===== config.mk =====
export PLATFORM = sky130hd
export DESIGN_NAME = load_store_unit
export DESIGN_NICKNAME = d
export VERILOG_FILES = /design/src/rtl/load_store_unit.sv
export SDC_FILE = /design/constraint.sdc
export NUM_CORES = 1
export LEC_CHECK = 0
export CAP_MARGIN = 20
export CORE_ASPECT_RATIO = 1.2
export CORE_MARGIN = 2
export CORE_UTILIZATION = 40
export DETAILED_ROUTE_END_ITERATION = 12
export PLACE_DENSITY = 0.73
export SLEW_MARGIN = 20
export SYNTH_ARGS = -nofsm -noshare
export SYNTH_HDL_FRONTEND = slang
export SYNTH_SLANG_ARGS = --single-unit

===== constraint.sdc =====
create_clock -name clock -period 2.9 [get_ports clock]
set_clock_uncertainty 0.15 [all_clocks]
set_input_delay 0.58 -clock clock [delete_from_list [all_inputs] [get_ports clock]]
set_output_delay 0.58 -clock clock [all_outputs]
set_load 0.02 [all_outputs]

===== src/rtl/load_store_unit.sv =====
`default_nettype none
// ============================================================================
// Module      : load_store_unit
// Description : Single-outstanding load/store unit with a word-wide memory
//               port. Sub-word stores use read-modify-write. Misaligned
//               accesses either return an error or are forced aligned,
//               selected by ERR_ON_MISALIGN.
// Revision    : 1.0 - initial release
// ============================================================================
module load_store_unit #(
  parameter int ERR_ON_MISALIGN = 1
) (
  input  logic        clock,
  input  logic        reset,
  input  logic        req_valid,
  output logic        req_ready,
  input  logic [2:0]  req_op,
  input  logic [31:0] req_addr,
  input  logic [31:0] req_wdata,
  output logic        resp_valid,
  input  logic        resp_ready,
  output logic [31:0] resp_rdata,
  output logic        resp_error,
  output logic [31:0] mem_addr,
  input  logic [31:0] mem_rdata,
  output logic        mem_we,
  output logic [31:0] mem_wdata
);

  localparam logic [2:0] c_OP_LW  = 3'd0;
  localparam logic [2:0] c_OP_LH  = 3'd1;
  localparam logic [2:0] c_OP_LHU = 3'd2;
  localparam logic [2:0] c_OP_LB  = 3'd3;
  localparam logic [2:0] c_OP_LBU = 3'd4;
  localparam logic [2:0] c_OP_SW  = 3'd5;
  localparam logic [2:0] c_OP_SH  = 3'd6;
  localparam logic [2:0] c_OP_SB  = 3'd7;

  typedef enum logic [1:0] {
    S_IDLE  = 2'd0,
    S_READ  = 2'd1,
    S_WRITE = 2'd2,
    S_RESP  = 2'd3
  } state_t;

  state_t      r_state;
  logic [2:0]  r_op;
  logic [31:0] r_addr;        // effective (possibly force-aligned) address
  logic [15:0] r_wdata;       // only the low half is ever merged into memory
  logic [31:0] r_mem_wdata;
  logic [31:0] r_resp_rdata;
  logic        r_resp_error;

  logic        w_misalign;
  logic        w_err_accept;
  logic [31:0] w_addr_eff;
  logic [7:0]  w_byte;
  logic [15:0] w_half;
  logic [31:0] w_load;
  logic [31:0] w_merge;

  // Classify the incoming request's alignment against its access size
  always_comb begin
    w_misalign = 1'b0;
    case (req_op)
      c_OP_LW, c_OP_SW:           w_misalign = (req_addr[1:0] != 2'b00);
      c_OP_LH, c_OP_LHU, c_OP_SH: w_misalign = req_addr[0];
      default:                    w_misalign = 1'b0;
    endcase
  end

  assign w_err_accept = w_misalign && (ERR_ON_MISALIGN != 0);

  // When errors are disabled, drop the low address bits below the access size
  always_comb begin
    w_addr_eff = req_addr;
    if (ERR_ON_MISALIGN == 0) begin
      case (req_op)
        c_OP_LW, c_OP_SW:           w_addr_eff[1:0] = 2'b00;
        c_OP_LH, c_OP_LHU, c_OP_SH: w_addr_eff[0]   = 1'b0;
        default:                    w_addr_eff      = req_addr;
      endcase
    end
  end

  // Select the addressed little-endian byte and halfword lanes
  always_comb begin
    w_byte = mem_rdata[7:0];
    case (r_addr[1:0])
      2'd0: w_byte = mem_rdata[7:0];
      2'd1: w_byte = mem_rdata[15:8];
      2'd2: w_byte = mem_rdata[23:16];
      2'd3: w_byte = mem_rdata[31:24];
      default: w_byte = mem_rdata[7:0];
    endcase
    w_half = r_addr[1] ? mem_rdata[31:16] : mem_rdata[15:0];
  end

  // Extend the selected lane to the full load result
  always_comb begin
    w_load = 32'd0;
    case (r_op)
      c_OP_LW:  w_load = mem_rdata;
      c_OP_LH:  w_load = {{16{w_half[15]}}, w_half};
      c_OP_LHU: w_load = {16'd0, w_half};
      c_OP_LB:  w_load = {{24{w_byte[7]}}, w_byte};
      c_OP_LBU: w_load = {24'd0, w_byte};
      default:  w_load = 32'd0;
    endcase
  end

  // Merge sub-word store data into the word just read from memory
  always_comb begin
    w_merge = mem_rdata;
    if (r_op == c_OP_SH) begin
      if (r_addr[1]) w_merge[31:16] = r_wdata;
      else           w_merge[15:0]  = r_wdata;
    end else if (r_op == c_OP_SB) begin
      case (r_addr[1:0])
        2'd0: w_merge[7:0]   = r_wdata[7:0];
        2'd1: w_merge[15:8]  = r_wdata[7:0];
        2'd2: w_merge[23:16] = r_wdata[7:0];
        2'd3: w_merge[31:24] = r_wdata[7:0];
        default: w_merge = mem_rdata;
      endcase
    end
  end

  // Control FSM with registered request context and response
  always_ff @(posedge clock) begin
    if (reset) begin
      r_state      <= S_IDLE;
      r_op         <= c_OP_LW;
      r_addr       <= 32'd0;
      r_wdata      <= 16'd0;
      r_mem_wdata  <= 32'd0;
      r_resp_rdata <= 32'd0;
      r_resp_error <= 1'b0;
    end else begin
      case (r_state)
        S_IDLE: begin
          if (req_valid) begin
            r_op    <= req_op;
            r_addr  <= w_addr_eff;
            r_wdata <= req_wdata[15:0];
            if (w_err_accept) begin
              r_resp_rdata <= 32'd0;
              r_resp_error <= 1'b1;
              r_state      <= S_RESP;
            end else if (req_op == c_OP_SW) begin
              r_mem_wdata <= req_wdata;
              r_state     <= S_WRITE;
            end else begin
              r_state <= S_READ;
            end
          end
        end
        S_READ: begin
          if (r_op == c_OP_SH || r_op == c_OP_SB) begin
            r_mem_wdata <= w_merge;
            r_state     <= S_WRITE;
          end else begin
            r_resp_rdata <= w_load;
            r_resp_error <= 1'b0;
            r_state      <= S_RESP;
          end
        end
        S_WRITE: begin
          r_resp_rdata <= 32'd0;
          r_resp_error <= 1'b0;
          r_state      <= S_RESP;
        end
        S_RESP: begin
          if (resp_ready) r_state <= S_IDLE;
        end
        default: r_state <= S_IDLE;
      endcase
    end
  end

  assign req_ready  = (r_state == S_IDLE);
  assign resp_valid = (r_state == S_RESP);
  assign resp_rdata = r_resp_rdata;
  assign resp_error = r_resp_error;
  assign mem_addr   = (r_state == S_READ || r_state == S_WRITE) ? {r_addr[31:2], 2'b00} : 32'd0;
  assign mem_we     = (r_state == S_WRITE) & ~reset;
  assign mem_wdata  = (r_state == S_WRITE) ? r_mem_wdata : 32'd0;

endmodule
`default_nettype wire


### After elaboration in Yosys (flattened, before gate mapping)

Cells that the tools add are included.

* register bits: 118
* output and inout port bits: 100
* logic and storage cells: 80

* eq/ne operators: 23
* multiplexer cells: 33
* bitwise gates (word level): 2
* reduce and logical (&&, ||, !) cells: 15

Operators by type and width (count)
* $mux W32: 11
* $pmux W32 S5: 1
* $pmux W32 S3: 1
* $pmux W32 S2: 1
* $mux W16: 3
* $mux W8: 4
* $pmux W8 S4: 1
* $eq A3 B3 Y1 const B: 5
* $eq A3 B2 Y1 const B: 3
* $eq A2 B2 Y1 const B: 4
* $mux W2: 4
* $ne A2 B2 Y1 const B: 4
* $pmux W2 S4: 1
* $eq A3 B1 Y1 const B: 2
* $logic_not A3 Y1: 2
* $ne A2 B1 Y1 const B: 3
* $reduce_and A5 Y1: 1
* $eq A2 B1 Y1 const B: 2
* $logic_not A2 Y1: 2
* $mux W1: 4
* $reduce_and A2 Y1: 2
* $reduce_and A4 Y1: 1
* $reduce_bool A2 Y1: 2
* $pmux W1 S3: 1
* 7 further kinds: 8

### Depth between registers and ports, before layout

* depth in word-level cells: 6
* gate-level depth with buffers: 10
* gate-level depth less buffers: 7

### Least setup slack after synthesis

OpenSTA, ideal clock, no wires.

* path kind: register -> register
* start point: register r_state[0]
* end point: register r_mem_wdata[12]
* data arrival time: 1.952 ns
* data required time: 2.618 ns
* path slack: 0.666 ns
* cell stages (with the launch flop): 10
* buffers on the path: 2
* clock period less this slack: 2.234 ns
* path through: dfxtp_1 inv_1 ha_1 nand2_1 o41a_1 a21o_1 buf_2 buf_6 a311oi_1 nor3_1

* word-level cells in the longest chain between the ends: 3
* elaborated cells on any way between the ends: 9
* those cells by class: eq/ne (5); mux (1); reduce/logical (3)

RTL lines
* start, declared: line 46 `state_t r_state;`
* start signal, assigned: line 132 `r_state <= S_IDLE;`
* start signal, assigned: line 149 `r_state <= S_RESP;`
* start signal, assigned: line 152 `r_state <= S_WRITE;`
* $logic_not A2 Y1 *
* named net req_ready: line 16 `output logic req_ready,`
* $ne A2 B1 Y1 (no line), or another cell as far along
* $reduce_and A5 Y1 (no line)
* end signal, assigned: line 151 `r_mem_wdata <= req_wdata;`
* end signal, assigned: line 160 `r_mem_wdata <= w_merge;`
* end, declared: line 50 `logic [31:0] r_mem_wdata;`

Mark *: on every way through the listed nets, which the timed path passes. The rest lies on a longest branch.
A chain may end at the register's enable or synchronous reset.

### Worst setup path after layout

* start point: register r_state[0]
* end point: output port mem_wdata[7]

* word-level cells in the longest chain between the ends: 2

RTL lines
* $eq A2 B2 Y1: line 187 `assign mem_wdata = (r_state == S_WRITE) ? r_mem_wdata : 32'd0;`
* $mux W32: line 187
* end, declared: line 27 `output logic [31:0] mem_wdata`

Every way passes these cells.

==> results.yml <==
route:
  drtPass1Iterations: 7
  vias_per_cell: 5.28
  drt-total-wl_um: 20800
  wl_per_cell_um: 17.0
  dr.first_iter.drc_count: 417
  vias: 6469
  drcViolationCount: 0
  antenna_left: 0
synthesis:
  yosysWarnings: 0
  synth_area_leaders: "dfxtp_1 36%, nand2_1 9.5%, and2_1 7.8%, a21oi_1 7.3%, mux2i_1 6.5%"
  avgSynthCellArea_um2: 7.80
  syn_area_mm2: 0.00648
  synth_area_leader_cell: "dfxtp_1"
  netlist_instances: 830
  yosysTopAreaCellShare: 0.365
  yosys.cell_types.count: 51
  synth_seq_cells: 118
  seq_area_frac_synth: 0.365
setup_path:
  cp.arrival_ns: 2.03
  critPathRequiredTime_ns: 2.17
  startpoint_type: "register"
  crit_type: "register to output port"
  critPathCaptureType: "output port"
  crit_fanout: 34
  rr_worst_depth: 5
clock_network:
  cts-root-buf: "clkbuf_16"
  cts_tree: "built"
  cts.htree.levels: 4
  post_cts_resize_count: 9
  cts_max_path_buffers: 2
  cts_setup_buffers: 0
  cts_buffers: 17
  cts.sinks: 118
  ctsHoldBuffers: 0
  clock_latency_ns: 0.42
  clkTransAtPathRegs_ns: 0.05
layout:
  antenna_cells: 0
  final_layout_size_suffix_gt1_frac: 0.0776
  finalNetCount: 1112
  utilization: 0.595
  design_area_mm2: 0.00934
  synthToLayoutAreaGrowth_pct: 44.2
power_and_ir_drop:
  power_leakage_nw: 3.85
  p_per_area_mw_per_mm2: 792
  peakVddDrop_mv: 0.435
flow_run:
  max_cap_viol_count: 0
sta:
  finalCriticalPeriod_ns: 2.76
  slew_viol_final: 0
  maxSlewHeadroom: 0.511
  final.period_utilization: 0.951
  fmax_mhz: 362
  tightest_slew_ns: 0.732
  rsz0062_at_grt: "no"
  hold_violations: 0
  setup_tns_ns: 0
  final-setup-viol-count: 0
floorplanning:
  dieArea_mm2: 0.0172
  rows: 50
  die_w_um: 120
  ios: 203
  die_h_um: 143
  core-area_mm2: 0.0157
  start_util: 0.413
global_routing:
  grt_max_degree: 60
  grt_antenna_before_repair: 0
  grt_pass1_vias: 6133
  grt_first_pass_wirelength_um: 32600
  grt-ovfl-total: 0
  grt_usage: 0.240
worst_hold_path:
  hp-class: "register to register"
  hold_depth: 2
run_status:
  status: "finished clean"
placement:
  dpl.hpwl_um: 15100
  globalplace.congestion: 0.825
  placed_area_mm2: 0.00866
  port_buffers: 200
==> registers in the layout, indices dropped and copies added, names as in the netlist <==
name,count
r_op,3
r_addr,32
resp_error,1
resp_rdata,32
r_state,2
r_mem_wdata,32
r_wdata,16
==> cells in the mapped netlist (all sizes together) <==
library cell,n
nor4bb,1
a22o,7
inv,14
nand3b,1
nor3b,2
nor2b,18
a21boi,1
o21bai,1
o32ai,1
dfxtp,118
a211oi,3
and3,1
nand2b,5
mux2,10
clkbuf,47
o211ai,1
ha,4
o2bb2ai,15
o21ai,35
o22ai,7
nand2,164
a211o,18
mux4,7
buf,24
a311oi,16
a32o,1
nor4,1
a221o,1
mux2i,42
a2111oi,1
nand3,11
nor2,39
a21oi,97
nand4,2
a21o,1
a22oi,1
o21a,1
conb,1
o41a,1
a31oi,10
nor3,18
and2,81
==> critical path: stages (launching register included) <==
cell             delay (ns)
dfxtp_1                0.34
inv_1                  0.09
ha_1                   0.16
buf_6                  0.21
and2_1                 0.18
clkdlybuf4s50_1        0.61
==> cell type report <==
| cell class | count | area [um^2] |
|---|---|---|
| Sequential cell | 118 | 2360 |
| Multi-Input combinational cell | 628 | 3780 |
| Clock buffer | 23 | 478 |
| Inverter | 14 | 52.6 |
| Tap cell | 208 | 260 |
| Clock inverter | 9 | 148 |
| Fill cell | 1434 | 6360 |
| Timing Repair Buffer | 226 | 2260 |
==> power by group <==
part | internal (W) | leakage [nW] | switching [W] | total [W]
sequential | 0.00196 | 0.961 | 0.000239 | 0.00220
clock | 0.00150 | 0.307 | 0.000735 | 0.00223
combinational | 0.00121 | 2.59 | 0.00175 | 0.00296
total | 0.00467 | 3.85 | 0.00272 | 0.00739
==> layout by cell type (no fill, tap or decap), types with 17 or more instances in the layout <==
master	netlist	layout
o21ai_1	25	25
buf_4	2	24
dfxtp_1	118	118
a21oi_1	95	95
nor2b_1	18	18
clkbuf_16	0	17
nor2_1	38	38
a211o_1	18	18
mux2i_1	42	42
dlymetal6s2s_1	0	21
nand2_1	164	164
and2_1	81	80
clkdlybuf4s50_1	0	169
==> kinds of logic (layout without fill, tap and decap cells) <==
kind of cell / count (synthesis) / after routing / synth area share
simple gates: 344 / 344 / 0.251
other cells: 1 / 2 / 0.000579
mux: 59 / 59 / 0.107
flops: 118 / 118 / 0.365
fa+ha+maj: 4 / 4 / 0.00773
buf+inv: 85 / 272 / 0.0547
compound gates: 219 / 219 / 0.214
==> routing by layer <==
| metal | wire length [um] | up-vias | global-route usage |
|---|---|---|---|
| met1 | 8410 | 2945 | 0.284 |
| met3 | 1520 | 57 | 0.0687 |
| met4 | 841 | 0 | 0.124 |
| met5 | 0 | - | 0 |
| li1 | - | 3228 | - |
| met2 | 10000 | 239 | 0.397 |
==> worst paths after layout <==
check,startpoint,endpoint,slack (ns)
hold / removal,r_mem_wdata[31]$_SDFFE_PP0P_,r_mem_wdata[31]$_SDFFE_PP0P_,0.30
setup reg to reg,r_op[1]$_SDFFE_PP0P_,r_mem_wdata[31]$_SDFFE_PP0P_,0.46
hold reg to reg,r_mem_wdata[31]$_SDFFE_PP0P_,r_mem_wdata[31]$_SDFFE_PP0P_,0.30
setup / recovery,r_state[0]$_SDFFE_PP0P_,mem_wdata[7],0.14
==> metrics by stage <==
| stage | worst slack [ns] | hold slack (ns) | cells | power (W) |
|---|---|---|---|---|
| 2_1_floorplan | 0.666 | 0.277 | 831 | 0.00409 |
| 3_3_place_gp | 0.178 | 0.287 | 1194 | 0.00517 |
| 3_5_place_dp | 0.107 | 0.292 | 1194 | 0.00520 |
| 4_1_cts | 0.00130 | 0.299 | 1226 | 0.00744 |
| 5_1_grt | 0.00955 | 0.319 | 1226 | 0.00782 |
| 6_report | 0.141 | 0.297 | 1226 | 0.00739 |
No activity file was read; power rests on OpenSTA's default activity.
